**src/rtl/mem_port_arb.sv**
```systemverilog
// Single-port memory arbiter for the MIPS pipeline: serves the MEM-stage data
// access first, then the IF-stage fetch, stalling the pipeline until both complete.
module mem_port_arb #(
  parameter int unsigned MAX_WAIT = 15
) (
  input  logic        clk,
  input  logic        rst_n,
  input  logic        if_req,
  input  logic [31:0] if_addr,
  output logic [31:0] if_rdata,
  input  logic        mem_rd,
  input  logic        mem_wr,
  input  logic        mem_byte,
  input  logic [31:0] mem_addr,
  input  logic [31:0] mem_wdata,
  output logic [31:0] mem_rdata,
  output logic        stall,
  output logic        bus_req,
  output logic        bus_we,
  output logic [31:0] bus_addr,
  output logic [31:0] bus_wdata,
  output logic [3:0]  bus_be,
  input  logic [31:0] bus_rdata,
  input  logic        bus_ack,
  output logic        timeout_err
);

  localparam logic [7:0] MAX_W = 8'(MAX_WAIT);

  typedef enum logic [1:0] {
    P_DATA  = 2'd0,
    P_FETCH = 2'd1,
    P_DONE  = 2'd2
  } phase_e;

  phase_e      phase_q, phase_d;
  logic [7:0]  wait_q, wait_d;
  logic [31:0] mem_hold_q, mem_hold_d;
  logic [31:0] if_hold_q, if_hold_d;
  logic        terr_q, terr_d;

  logic dneed_s, data_ph_s, tgt_data_s, tgt_fetch_s, tgt_valid_s;
  logic ack_s, abort_s, done_s, stall_s;

  // Target selection, completion and stall decode
  always_comb begin
    dneed_s = mem_rd | mem_wr;
    case (phase_q)
      P_DATA:  data_ph_s = 1'b1;
      P_FETCH: data_ph_s = 1'b0;
      default: data_ph_s = 1'b1;   // P_DONE and unused codes recover as P_DATA
    endcase
    tgt_data_s  = data_ph_s & dneed_s;
    tgt_fetch_s = if_req & (~data_ph_s | ~dneed_s);
    tgt_valid_s = tgt_data_s | tgt_fetch_s;
    ack_s       = tgt_valid_s & bus_ack;
    abort_s     = tgt_valid_s & ~bus_ack & (wait_q == MAX_W);
    done_s      = ack_s | abort_s;
    // A finished data access still stalls while the fetch is outstanding
    stall_s     = tgt_valid_s & (~done_s | (tgt_data_s & if_req));
  end

  // Bus drive and read-data return
  always_comb begin
    bus_req   = 1'b0;
    bus_we    = 1'b0;
    bus_addr  = 32'h0;
    bus_wdata = 32'h0;
    bus_be    = 4'h0;
    stall     = 1'b0;
    if (!rst_n) begin
      bus_req = 1'b0;
    end else if (tgt_data_s) begin
      bus_req   = 1'b1;
      bus_we    = mem_wr;
      bus_addr  = {mem_addr[31:2], 2'b00};
      bus_wdata = mem_byte ? {4{mem_wdata[7:0]}} : mem_wdata;
      bus_be    = mem_byte ? (4'b0001 << mem_addr[1:0]) : 4'hF;
      stall     = stall_s;
    end else if (tgt_fetch_s) begin
      bus_req  = 1'b1;
      bus_addr = {if_addr[31:2], 2'b00};
      bus_be   = 4'hF;
      stall    = stall_s;
    end else begin
      bus_req = 1'b0;
    end

    if (tgt_data_s && ack_s) begin
      mem_rdata = bus_rdata;
    end else if (tgt_data_s && abort_s) begin
      mem_rdata = 32'h0;
    end else begin
      mem_rdata = mem_hold_q;
    end
    if (tgt_fetch_s && ack_s) begin
      if_rdata = bus_rdata;
    end else if (tgt_fetch_s && abort_s) begin
      if_rdata = 32'h0;
    end else begin
      if_rdata = if_hold_q;
    end
    timeout_err = terr_q;
  end

  // Next-state logic for phase, wait counter, held data and error flag
  always_comb begin
    phase_d = data_ph_s ? P_DATA : P_FETCH;
    if (!stall_s) begin
      phase_d = P_DATA;
    end else if (tgt_data_s && done_s) begin
      phase_d = P_FETCH;
    end else begin
      phase_d = data_ph_s ? P_DATA : P_FETCH;
    end

    if (!tgt_valid_s || done_s) begin
      wait_d = 8'd0;
    end else begin
      wait_d = wait_q + 8'd1;
    end

    mem_hold_d = mem_hold_q;
    if_hold_d  = if_hold_q;
    if (ack_s) begin
      if (tgt_data_s) begin
        mem_hold_d = bus_rdata;
      end else begin
        if_hold_d = bus_rdata;
      end
    end else if (abort_s) begin
      if (tgt_data_s) begin
        mem_hold_d = 32'h0;
      end else begin
        if_hold_d = 32'h0;
      end
    end else begin
      mem_hold_d = mem_hold_q;
    end

    terr_d = terr_q | abort_s;
  end

  // State registers with synchronous active-low reset
  always_ff @(posedge clk) begin
    if (!rst_n) begin
      phase_q    <= P_DATA;
      wait_q     <= 8'd0;
      mem_hold_q <= 32'h0;
      if_hold_q  <= 32'h0;
      terr_q     <= 1'b0;
    end else begin
      phase_q    <= phase_d;
      wait_q     <= wait_d;
      mem_hold_q <= mem_hold_d;
      if_hold_q  <= if_hold_d;
      terr_q     <= terr_d;
    end
  end

endmodule

```
**config.mk**
```make
export PLATFORM = sky130hd
export DESIGN_NAME = mem_port_arb
export DESIGN_NICKNAME = d
export VERILOG_FILES = /design/src/rtl/mem_port_arb.sv
export SDC_FILE = /design/constraint.sdc
export NUM_CORES = 1
export LEC_CHECK = 0
export BUFFER_PORTS_ARGS = -buffer_cell sky130_fd_sc_hd__clkbuf_2
export CAP_MARGIN = 10
export CELL_PAD_IN_SITES_DETAIL_PLACEMENT = 0
export CELL_PAD_IN_SITES_GLOBAL_PLACEMENT = 1
export CORE_ASPECT_RATIO = 0.7
export CORE_UTILIZATION = 26
export CTS_CLUSTER_DIAMETER = 40
export DETAILED_ROUTE_END_ITERATION = 16
export PLACE_DENSITY = 0.83
export REMOVE_ABC_BUFFERS = 1
export SLEW_MARGIN = 20
export SYNTH_ARGS = -nofsm -noshare
export SYNTH_HDL_FRONTEND = slang
export SYNTH_SLANG_ARGS = --single-unit
export TNS_END_PERCENT = 20
```
**constraint.sdc**
```tcl
create_clock -name clk -period 2.6 [get_ports clk]
set_input_delay 0 -clock clk [delete_from_list [all_inputs] [get_ports clk]]
set_output_delay 0 -clock clk [all_outputs]
set_load 0.005 [all_outputs]
```
==> run summary, run 1 <==
- 27.01% — Initial Utilization
- 0 — max-slew violation total from the final report
- 36.7% — portion of total power attributed to sequential cells
- 9 — clock buffers created by TritonCTS
- 0 — final number of setup-violating endpoints
- 700 ps — worst reg-to-reg setup slack
- 5.031 — per-cell via count in the routed design
- 54.50% — Area Growth Syn to Fin
- 873 — non-filler instance count after layout
- 85.08% — final clock period utilization by the worst path
- flop — crit start category
- 230 — 1st-iter DRT viols
- 4,392 — overall via count from detail_route
- 26.50% — switching portion of total power
- 452.1 MHz — Max Freq
- 103.4 µm — Die Ht
- 2212 ps — clock period minus worst slack
- 0% — ys async rst share
- dfxtp_1 — flip-flop cell with the highest count after synthesis
- 48.94% — Max transition margin
- 2106 µm² — area taken by multi-input logic gates
- 20,450 µm — global-route wire length before repair
- 0 — Post-synth EDFFs
- in -> reg — path category of the worst min-delay check
- 32 — worst-path maximum fanout
- 0 — count of maximum capacitance violations
- 38.78% — area share of the largest cell type after synthesis
- 2600 ps — required arrival time at the worst endpoint
- 266 x clkbuf_2, 158 x a22o_1, 74 x dfxtp_1, 32 x dlygate4sd3_1, 31 x a21oi_1 — leading cell types in the layout, fill and taps excluded
- 0 — total inserted antenna cells
- 2.948 nW — Static Leak
- 1481 µm² — register cell area after layout
- 74 — number of synthesized register bits
- reg -> out — WS Path Type
- 17.12% — Tot GR Track Use
- completed — status
- 40.6% — clock power share
- 561.6 nW/µm² — Power Density
- 34 — largest net degree at the start of global routing
- 4 — first-pass detailed-route iteration total
- no — setup repair after global routing missed its margin
- clkbuf_2 — most common cell after layout, fill and taps aside
- 15,190 µm² — Die Outline Area
- 9.502 µm² — Avg Inst Size Synth
- 0 ps — Setup TNS
- clkbuf_16 — master cell of the clock root buffer
- 0.7967 — placer congestion estimate
- 2210 ps — arrival time worst endpoint
- 0 — final hold vios
- 0.0003741 V — Peak VDD IR
- 370 ps — critical path's largest stage delay
- 0 — remaining antenna violation count after routing
- 330 ps — clock latency on the worst-skew pair
- 402 — number of instances in the synthesized netlist
- 878.4 µW — switching component of the power
- 814 — layout net count
- 0 — number of post-CTS setup repair buffers
- 266 — Port Buf Inserts
- 43.78% — share of post-route cells with drive strength above 1
- 14,550 µm — detailed-route wire length
- dfxtp_1 — cell taking the most area after synthesis
- 0 — overflow left after global routing
- 30 — Yosys cell types
- 0 — initial antenna violation count
- 60 ps — Clock transition at path regs
- 3,910 — vias in the first global route
- 3820 µm² — netlist area before placement
- 0 — count of warnings emitted by yosys
- ha_1 -> and3_4 -> a31o_2 -> nand3_1 -> buf_4 -> a22o_1 -> clkbuf_2 — ordered list of cells on the worst path
- yes — TritonCTS clock tree
- 22.7% — share of power burned in combinational logic
- dfxtp_1 39%, a22o_1 36%, nand2b_1 4.3% — top post-synthesis cells by area
- 825 — number of placed instances with taps included
- 16.67 µm — post-DR wirelength/cell
- 38.78% — part of the Yosys area used for sequential elements
- 764.1 ps — slew at the pin closest to its max-slew limit
- 2.436 mW — Pint
- 74 — number of clock sinks seen by CTS
- 14,140 µm² — core area
- 2 — maximum clock insertion buffer count
- output pin — Critical Path End Type
- 10,320 µm — HPWL after DPL
- 1,425 — filler cell count in the final layout
- 271 — count of pins on the block boundary
- buf_4 — slowest cell on the critical path
- 4.441 ps — clock tree skew after final layout
- 146.9 µm — die boundary width
- 3 — # H-tree levels
- 0 — DRC errors left
- 36 — Rows
-- cells in the mapped netlist, drive strengths merged, types with 3 or more instances --
library cell and count:
a21oi 32, a22o 158, and2 3, and3 13
buf 26, clkbuf 19, dfxtp 74, inv 4
nand2 15, nand2b 26, nand3 3, nor2 11
xnor2 4
-- path summary, 6_finish.rpt --
| path | start | end | cells past startpoint |
|---|---|---|---|
| worst min register to register | wait_q[0] | wait_q[0] | 1 |
| worst max register to register | wait_q[0] | if_hold_q[17] | 6 |
| worst max-delay path | wait_q[0] | if_rdata[8] | 7 |
| worst min-delay path | if_req | phase_q[0] | 3 |
-- cell type report --
class,instances,share of cell area [%]
sequential,74,25.10
clock inverter,5,1.442
tap,190,4.028
inverter,4,0.2544
timing repair buffer,309,29.38
clock buffer,11,4.113
multi-input combinational,280,35.68
-- flip-flops by register name (all words and copies together) (netlist names) --
register,count
if_hold_q,32
mem_hold_q,32
phase_q,1
timeout_err,1
wait_q,8
-- power groups by stage --
stage | combinational (mW) | clock (mW) | sequential [mW]
after floorplan | 0.322 | 0 | 1.23
after global placement | 0.697 | 0 | 1.24
after detailed placement | 0.712 | 0 | 1.24
after CTS | 0.755 | 1.38 | 1.22
after global routing | 0.819 | 1.44 | 1.22
final | 0.753 | 1.34 | 1.22
-- cells by family (layout without fill, tap and decap cells) --
kind of cell    count (synthesis)  count (layout)  synth area share (%)
compound gates                196             196                 42.19
xor+xnor                        6               6                 1.376
fa+ha+maj                       1               1                0.3275
buf+inv                        49             329                 6.682
flops                          74              74                 38.78
other cells                     1               2               0.09817
simple gates                   75              75                 10.55
-- through the flow --
| step | cell area, µm² | util (%) | power [mW] | setup slack [ps] | hold WS [ps] |
|---|---|---|---|---|---|
| global placement | 5254 | 37.15 | 1.936 | 761.8 | 263.7 |
| floorplan | 3583 | - | 1.554 | 416.5 | 100.1 |
| finish | 5902 | 41.73 | 3.315 | 387.9 | 46.55 |
| CTS | 5902 | 41.73 | 3.348 | 356.2 | 31.56 |
| global route | 5902 | 41.73 | 3.480 | 251.6 | 71.79 |
| detailed placement | 5254 | 37.15 | 1.953 | 696.1 | 273.8 |
-- what timing repair did --
item,in CTS,in global routing
resized for setup,0,0
hold buffers,32,0
hold endpoints to repair,64,0
-- worst max-delay path: cells and delay by family, from the launching register on --
family / cells / cell delay, ps
and+or+nand+nor: 2 / 310
DFF: 1 / 320
AOI/OAI and AO/OA: 2 / 510
buffers and inverters: 2 / 490
adders and majority gates: 1 / 230
-- layer usage --
metal,vias up,GRT usage [%],share of wire (%)
met4,0,3.125,0.32
met3,6,4.386,6.0
met5,-,0,0
met1,2128,24.29,47
li1,2097,-,-
met2,161,26.32,47
No activity file was read; power rests on OpenSTA's default activity.
==> run 2, diff against run 1 <==
--- a/config.mk
+++ b/config.mk
@@ -10,9 +10,11 @@
 export CELL_PAD_IN_SITES_DETAIL_PLACEMENT = 0
 export CELL_PAD_IN_SITES_GLOBAL_PLACEMENT = 1
 export CORE_ASPECT_RATIO = 0.7
+export CORE_MARGIN = 2
 export CORE_UTILIZATION = 26
 export CTS_CLUSTER_DIAMETER = 40
 export DETAILED_ROUTE_END_ITERATION = 16
+export GPL_TIMING_DRIVEN = 0
 export PLACE_DENSITY = 0.83
 export REMOVE_ABC_BUFFERS = 1
 export SLEW_MARGIN = 20
==> run summary, run 2 (synthesized netlist as in run 1, its figures left out) <==
- 0 — initial antenna violation count
- 330 ps — clock latency on the worst-skew pair
- 15,690 µm² — Die Outline Area
- 5971 µm² — Final Cell Area
- 0 — final hold vios
- if_hold_q[4] — Crit Reg-Reg Endpoint
- 22.9% — share of power burned in combinational logic
- 0 — overflow left after global routing
- 0 — total inserted antenna cells
- 408.8 ps — post-place setup slack
- o21ba_1 — slowest cell on the critical path
- 44.31% — share of post-route cells with drive strength above 1
- 40.6% — clock power share
- 380 ps — worst reg-to-reg setup slack
- 5 — depth of the worst register-to-register path
- 0 — remaining antenna violation count after routing
- 14,230 µm — detailed-route wire length
- completed — status
- 266 — Port Buf Inserts
- reg -> out — WS Path Type
- 33.70% — Max transition margin
- 5.630 ps — clock tree skew after final layout
- 0 — count of maximum capacitance violations
- yes — setup repair after global routing missed its margin
- 3 — cell depth of the worst min-delay path
- 74 — number of clock sinks seen by CTS
- 26.28% — Initial Utilization
- 4 — first-pass detailed-route iteration total
- if_req — origin of the worst min-delay path
- 2.952 nW — Static Leak
- flop — crit start category
- 4,211 — vias in the first global route
- 5.017 — per-cell via count in the routed design
- 16.32 µm — post-DR wirelength/cell
- 105.4 µm — Die Ht
- 0 ps — Setup TNS
- 9 — clock buffers created by TritonCTS
- 148.9 µm — die boundary width
- 0 — max-slew violation total from the final report
- 2540 ps — arrival time worst endpoint
- 808 — layout net count
- 60 ps — Clock transition at path regs
- output pin — Critical Path End Type
- 97.85% — final clock period utilization by the worst path
- 283 — 1st-iter DRT viols
- phase_q[0] — endpoint of the worst hold-timing path
- 4,375 — overall via count from detail_route
- 26.79% — switching portion of total power
- 37 — Rows
- in -> reg — path category of the worst min-delay check
- 2600 ps — required arrival time at the worst endpoint
- clkbuf_2 — most common cell after layout, fill and taps aside
- 0.0003000 V — Peak VDD IR
- if_hold_q: 32 flops, mem_hold_q: 32 flops, wait_q: 8 flops — largest registers ranked by flip-flop count
- 0 — DRC errors left
- 21,810 µm — global-route wire length before repair
- phase_q[0] — launch point of the worst reg-to-reg path
- 9984 µm — HPWL after DPL
- clkbuf_16 — master cell of the clock root buffer
- 271 — count of pins on the block boundary
- 56.31% — Area Growth Syn to Fin
- 5315 µm² — Area after DPL
- 393.1 MHz — Max Freq
- 266 x clkbuf_2, 158 x a22o_1, 74 x dfxtp_1, 32 x dlygate4sd3_1, 31 x a21oi_1 — leading cell types in the layout, fill and taps excluded
- o21ba_1 -> nand2_1 -> a21oi_1 -> clkbuf_2 — ordered list of cells on the worst path
- 2 — maximum clock insertion buffer count
- 17.29% — Tot GR Track Use
- yes — TritonCTS clock tree
- 24 — worst-path maximum fanout
- 2.442 mW — Pint
- 14,540 µm² — core area
- 994.5 ps — slew at the pin closest to its max-slew limit
- 34 — largest net degree at the start of global routing
- 55.94 ps — minimum setup slack in the final design
- 558.6 nW/µm² — Power Density
- 36.5% — portion of total power attributed to sequential cells
- 640 ps — critical path's largest stage delay
- 3 — # H-tree levels
- 2544 ps — clock period minus worst slack
- 0 — final number of setup-violating endpoints
- 893.4 µW — switching component of the power
- 0.7332 — placer congestion estimate
-- run 2: worst max-delay path: cells and delay by family, from the launching register on --
| family | cells | cell delay [ps] |
|---|---|---|
| flip-flops | 1 | 320 |
| buffers and inverters | 1 | 180 |
| AND/OR/NAND/NOR | 1 | 610 |
| AO/OA/AOI/OAI | 2 | 1100 |
-- run 2: per-stage QoR --
step	std cells	power, mW	hold WS, ps	utilization [%]
floorplan	358	1.554	100.1	-
global placement	819	1.918	265.9	35.49
detailed placement	824	1.960	275.3	36.56
CTS	872	3.364	31.04	41.02
global route	872	3.489	74.58	41.07
finish	872	3.335	63.35	41.07
-- run 2: how the worst max path moves through the flow --
stage | from | endpoint | slack [ps] | cells after the start
4_1_cts | phase_q[0] | mem_rdata[6] | 70 | 4
2_1_floorplan | phase_q[0] | if_hold_q[0] | 420 | 4
3_5_place_dp | phase_q[0] | if_hold_q[19] | 410 | 5
6_report | phase_q[0] | bus_wdata[15] | 60 | 4
3_3_place_gp | phase_q[0] | if_hold_q[22] | -740 | 4
5_1_grt | phase_q[0] | bus_wdata[15] | -140 | 4
-- run 2: per-layer routing --
metal | vias to the layer above | routed length (µm) | track usage [%]
met2 | 146 | 6577 | 26.95
li1 | 2084 | - | -
met4 | 0 | 119 | 3.401
met1 | 2132 | 6743 | 24.38
met5 | - | 0 | 0
met3 | 13 | 790 | 4.199
-- run 2: layout make-up --
| class | instances | area, µm² |
|---|---|---|
| clock inverter | 6 | 88.84 |
| tap | 195 | 244.0 |
| fill | 1445 | 8566 |
| sequential | 74 | 1481 |
| inverter | 4 | 15.01 |
| clock buffer | 10 | 239.0 |
| multi-input combinational | 280 | 2126 |
| timing repair buffer | 303 | 1777 |
-- run 2: power groups by stage --
stage | logic, mW | clock network (mW) | registers (mW)
after global routing | 0.828 | 1.44 | 1.22
after detailed placement | 0.720 | 0 | 1.24
after global placement | 0.680 | 0 | 1.24
after CTS | 0.762 | 1.39 | 1.22
after floorplan | 0.322 | 0 | 1.23
final | 0.764 | 1.35 | 1.22
-- run 2: what timing repair did --
action | 4_1_cts | 5_1_grt
buffers inserted | 0 | 0
hold buffers | 32 | 0
endpoints found under the hold margin | 64 | 0
gates resized for setup | 0 | 1
endpoints found under the setup margin | 0 | 47
==> run 3, diff against run 2 <==
--- a/config.mk
+++ b/config.mk
@@ -5,6 +5,7 @@
 export SDC_FILE = /design/constraint.sdc
 export NUM_CORES = 1
 export LEC_CHECK = 0
+export ABC_AREA = 1
 export BUFFER_PORTS_ARGS = -buffer_cell sky130_fd_sc_hd__clkbuf_2
 export CAP_MARGIN = 10
 export CELL_PAD_IN_SITES_DETAIL_PLACEMENT = 0
@@ -15,7 +16,7 @@
 export CTS_CLUSTER_DIAMETER = 40
 export DETAILED_ROUTE_END_ITERATION = 16
 export GPL_TIMING_DRIVEN = 0
-export PLACE_DENSITY = 0.83
+export PLACE_DENSITY = 0.88
 export REMOVE_ABC_BUFFERS = 1
 export SLEW_MARGIN = 20
 export SYNTH_ARGS = -nofsm -noshare
==> run summary, run 3 <==
- completed — status
- 214 x nand2_1, 96 x a21oi_1, 74 x dfxtp_1 — commonest cells in the synthesized netlist
- 49.48% — Max transition margin
- yes — setup repair after global routing missed its margin
- 74 — number of synthesized register bits
- 37 — Rows
- 50 ps — Clock transition at path regs
- 26.61% — Initial Utilization
- 3.280 nW — Static Leak
- if_hold_q: 32 flops, mem_hold_q: 32 flops, wait_q: 8 flops — largest registers ranked by flip-flop count
- 578.5 nW/µm² — Power Density
- 0.8633 — placer congestion estimate
- dfxtp_1 38%, nand2_1 21%, a21oi_1 12% — top post-synthesis cells by area
- 756.9 ps — slew at the pin closest to its max-slew limit
- 0 — DRC errors left
- 55.56% — Area Growth Syn to Fin
- 0 ps — Setup TNS
- 14.75 µm — post-DR wirelength/cell
- 266 x clkbuf_2, 214 x nand2_1, 96 x a21oi_1, 74 x dfxtp_1, 69 x nand3_1 — leading cell types in the layout, fill and taps excluded
- in -> reg — path category of the worst min-delay check
- 33.37% — share of post-route cells with drive strength above 1
- 5.143 ps — clock tree skew after final layout
- 11,880 µm — HPWL after DPL
- 0 — final number of setup-violating endpoints
- 0 — count of warnings emitted by yosys
- 0 — max-slew violation total from the final report
- 19.55% — Tot GR Track Use
- 31 — worst-path maximum fanout
- 5 — first-pass detailed-route iteration total
- 0% — ys async rst share
- 2420 ps — arrival time worst endpoint
- 37.94% — part of the Yosys area used for sequential elements
- 16,030 µm² — Die Outline Area
- 0 — final hold vios
- 26 — Yosys cell types
- buffers and inverters — family of cells with the greatest summed delay on the critical path
- 9 — clock buffers created by TritonCTS
- 412.9 MHz — Max Freq
- 1 — initial antenna violation count
- 24,210 µm — global-route wire length before repair
- 41.39% — share of the core filled with cells
- clkbuf_2 — most common cell after layout, fill and taps aside
- 4,537 — vias in the first global route
- 5344 µm² — Area after DPL
- 6.319 µm² — Avg Inst Size Synth
- 16,110 µm — detailed-route wire length
- 1,584 — filler cell count in the final layout
- 266 — Port Buf Inserts
- 0 — overflow left after global routing
- 2600 ps — required arrival time at the worst endpoint
- 4.561 — per-cell via count in the routed design
- dfxtp_1 — flip-flop cell with the highest count after synthesis
- 0 — Post-synth EDFFs
- 0 — count of maximum capacitance violations
- 93.16% — final clock period utilization by the worst path
- 271 — count of pins on the block boundary
- 0.0002931 V — Peak VDD IR
- 3 — # H-tree levels
- nor2_4 — slowest cell on the critical path
- 540 ps — critical path's largest stage delay
- 74 — number of clock sinks seen by CTS
- output pin — Critical Path End Type
- reg -> out — WS Path Type
- 54 — largest net degree at the start of global routing
- 4,981 — overall via count from detail_route
- inv_1 -> o21ai_4 -> nor2_4 -> inv_1 -> o21ai_1 -> clkbuf_2 — ordered list of cells on the worst path
- clkbuf_16 — master cell of the clock root buffer
- dfxtp_1 — cell taking the most area after synthesis
- 37.94% — area share of the largest cell type after synthesis
- 6075 µm² — Final Cell Area
- 618 — number of instances in the synthesized netlist
- 14,680 µm² — core area
- 3905 µm² — netlist area before placement
- yes — TritonCTS clock tree
- 106.5 µm — Die Ht
- 2422 ps — clock period minus worst slack
- 150.5 µm — die boundary width
- 3 — Buf/Inv on CP
- 221 — 1st-iter DRT viols
- 1481 µm² — register cell area after layout
- 1,028 — layout net count
- flop — crit start category
- inv_1 — crit-path most repeated cell
- 2 — maximum clock insertion buffer count
- nand2_1 — most numerous cell in the Yosys netlist
- 0 — remaining antenna violation count after routing
- 330 ps — clock latency on the worst-skew pair
- 3.514 mW — total power draw
- 2130 µm² — area taken by multi-input logic gates
-- run 3: cell types whose count changed after synthesis, moves of 4 or more --
cell,change
nand2_1,+199
a22o_1,-158
nand3_1,+66
a21oi_1,+65
nor2_1,+38
o21ai_0,+32
nand2b_1,-26
inv_1,+17
and3_1,-12
buf_2,-7
buf_4,+5
inv_2,+4
-- run 3: report_power, final --
group | switching [mW] | internal [mW] | leakage [nW]
registers | 0.0121 | 1.18 | 0.603
clock network | 0.459 | 1.15 | 0.189
logic | 0.404 | 0.303 | 2.49
-- run 3: worst min-delay path: cells and delay by family --
family                 cells  cell delay (ps)
buffers and inverters      3              230
AOI/OAI and AO/OA          1              100
and+or+nand+nor            1               60
-- run 3: kinds of logic (layout without fill, tap and decap cells) --
logic type | Yosys count | after routing | synth area share [%]
flops | 74 | 74 | 37.94
xor+xnor | 3 | 3 | 0.6730
compound gates | 130 | 130 | 16.95
fa+ha+maj | 1 | 1 | 0.3204
buf+inv | 68 | 344 | 8.107
other cells | 1 | 3 | 0.09603
simple gates | 341 | 342 | 35.92
-- run 3: final cells by class --
| cell class | instances | share of cell area [%] |
|---|---|---|
| Timing Repair Buffer | 304 | 28.51 |
| Tap cell | 195 | 4.016 |
| Sequential cell | 74 | 24.39 |
| Multi-Input combinational cell | 478 | 35.06 |
| Clock buffer | 10 | 3.934 |
| Clock inverter | 5 | 2.472 |
| Inverter | 25 | 1.586 |
| Antenna cell | 1 | 0.04119 |
-- run 3: what timing repair did --
| item | in CTS | in global routing |
|---|---|---|
| pin swaps | 1 | 1 |
| buffers inserted | 1 | 0 |
| endpoints found under the hold margin | 64 | 0 |
| endpoints found under the setup margin | 64 | 51 |
| gates resized for setup | 0 | 1 |
| gates cloned | 1 | 0 |
| hold buffers | 32 | 0 |
-- run 3: metal layers --
layer	wire, µm	part of all wire [%]	global-route usage, %
met1	7112	44	24.08
met2	7376	46	32.82
met3	1236	7.7	5.794
met4	379	2.4	5.863
met5	0	0	0
-- run 3: through the flow --
step	hold slack [ps]	worst slack [ps]	cells
6_report	98.11	177.9	1092
5_1_grt	142.4	-91.90	1092
4_1_cts	85.28	12.86	1091
3_5_place_dp	278.6	-207.9	1042
3_3_place_gp	276.5	-2422	1037
2_1_floorplan	51.35	-254.6	576
-- run 3: worst paths after layout --
path / start / to / slack [ps] / depth (start not counted)
max: phase_q[0] / stall / 180 / 6
min: if_req / phase_q[0] / 100 / 5
max reg2reg: phase_q[0] / phase_q[0] / 490 / 7
min reg2reg: timeout_err / timeout_err / 450 / 2
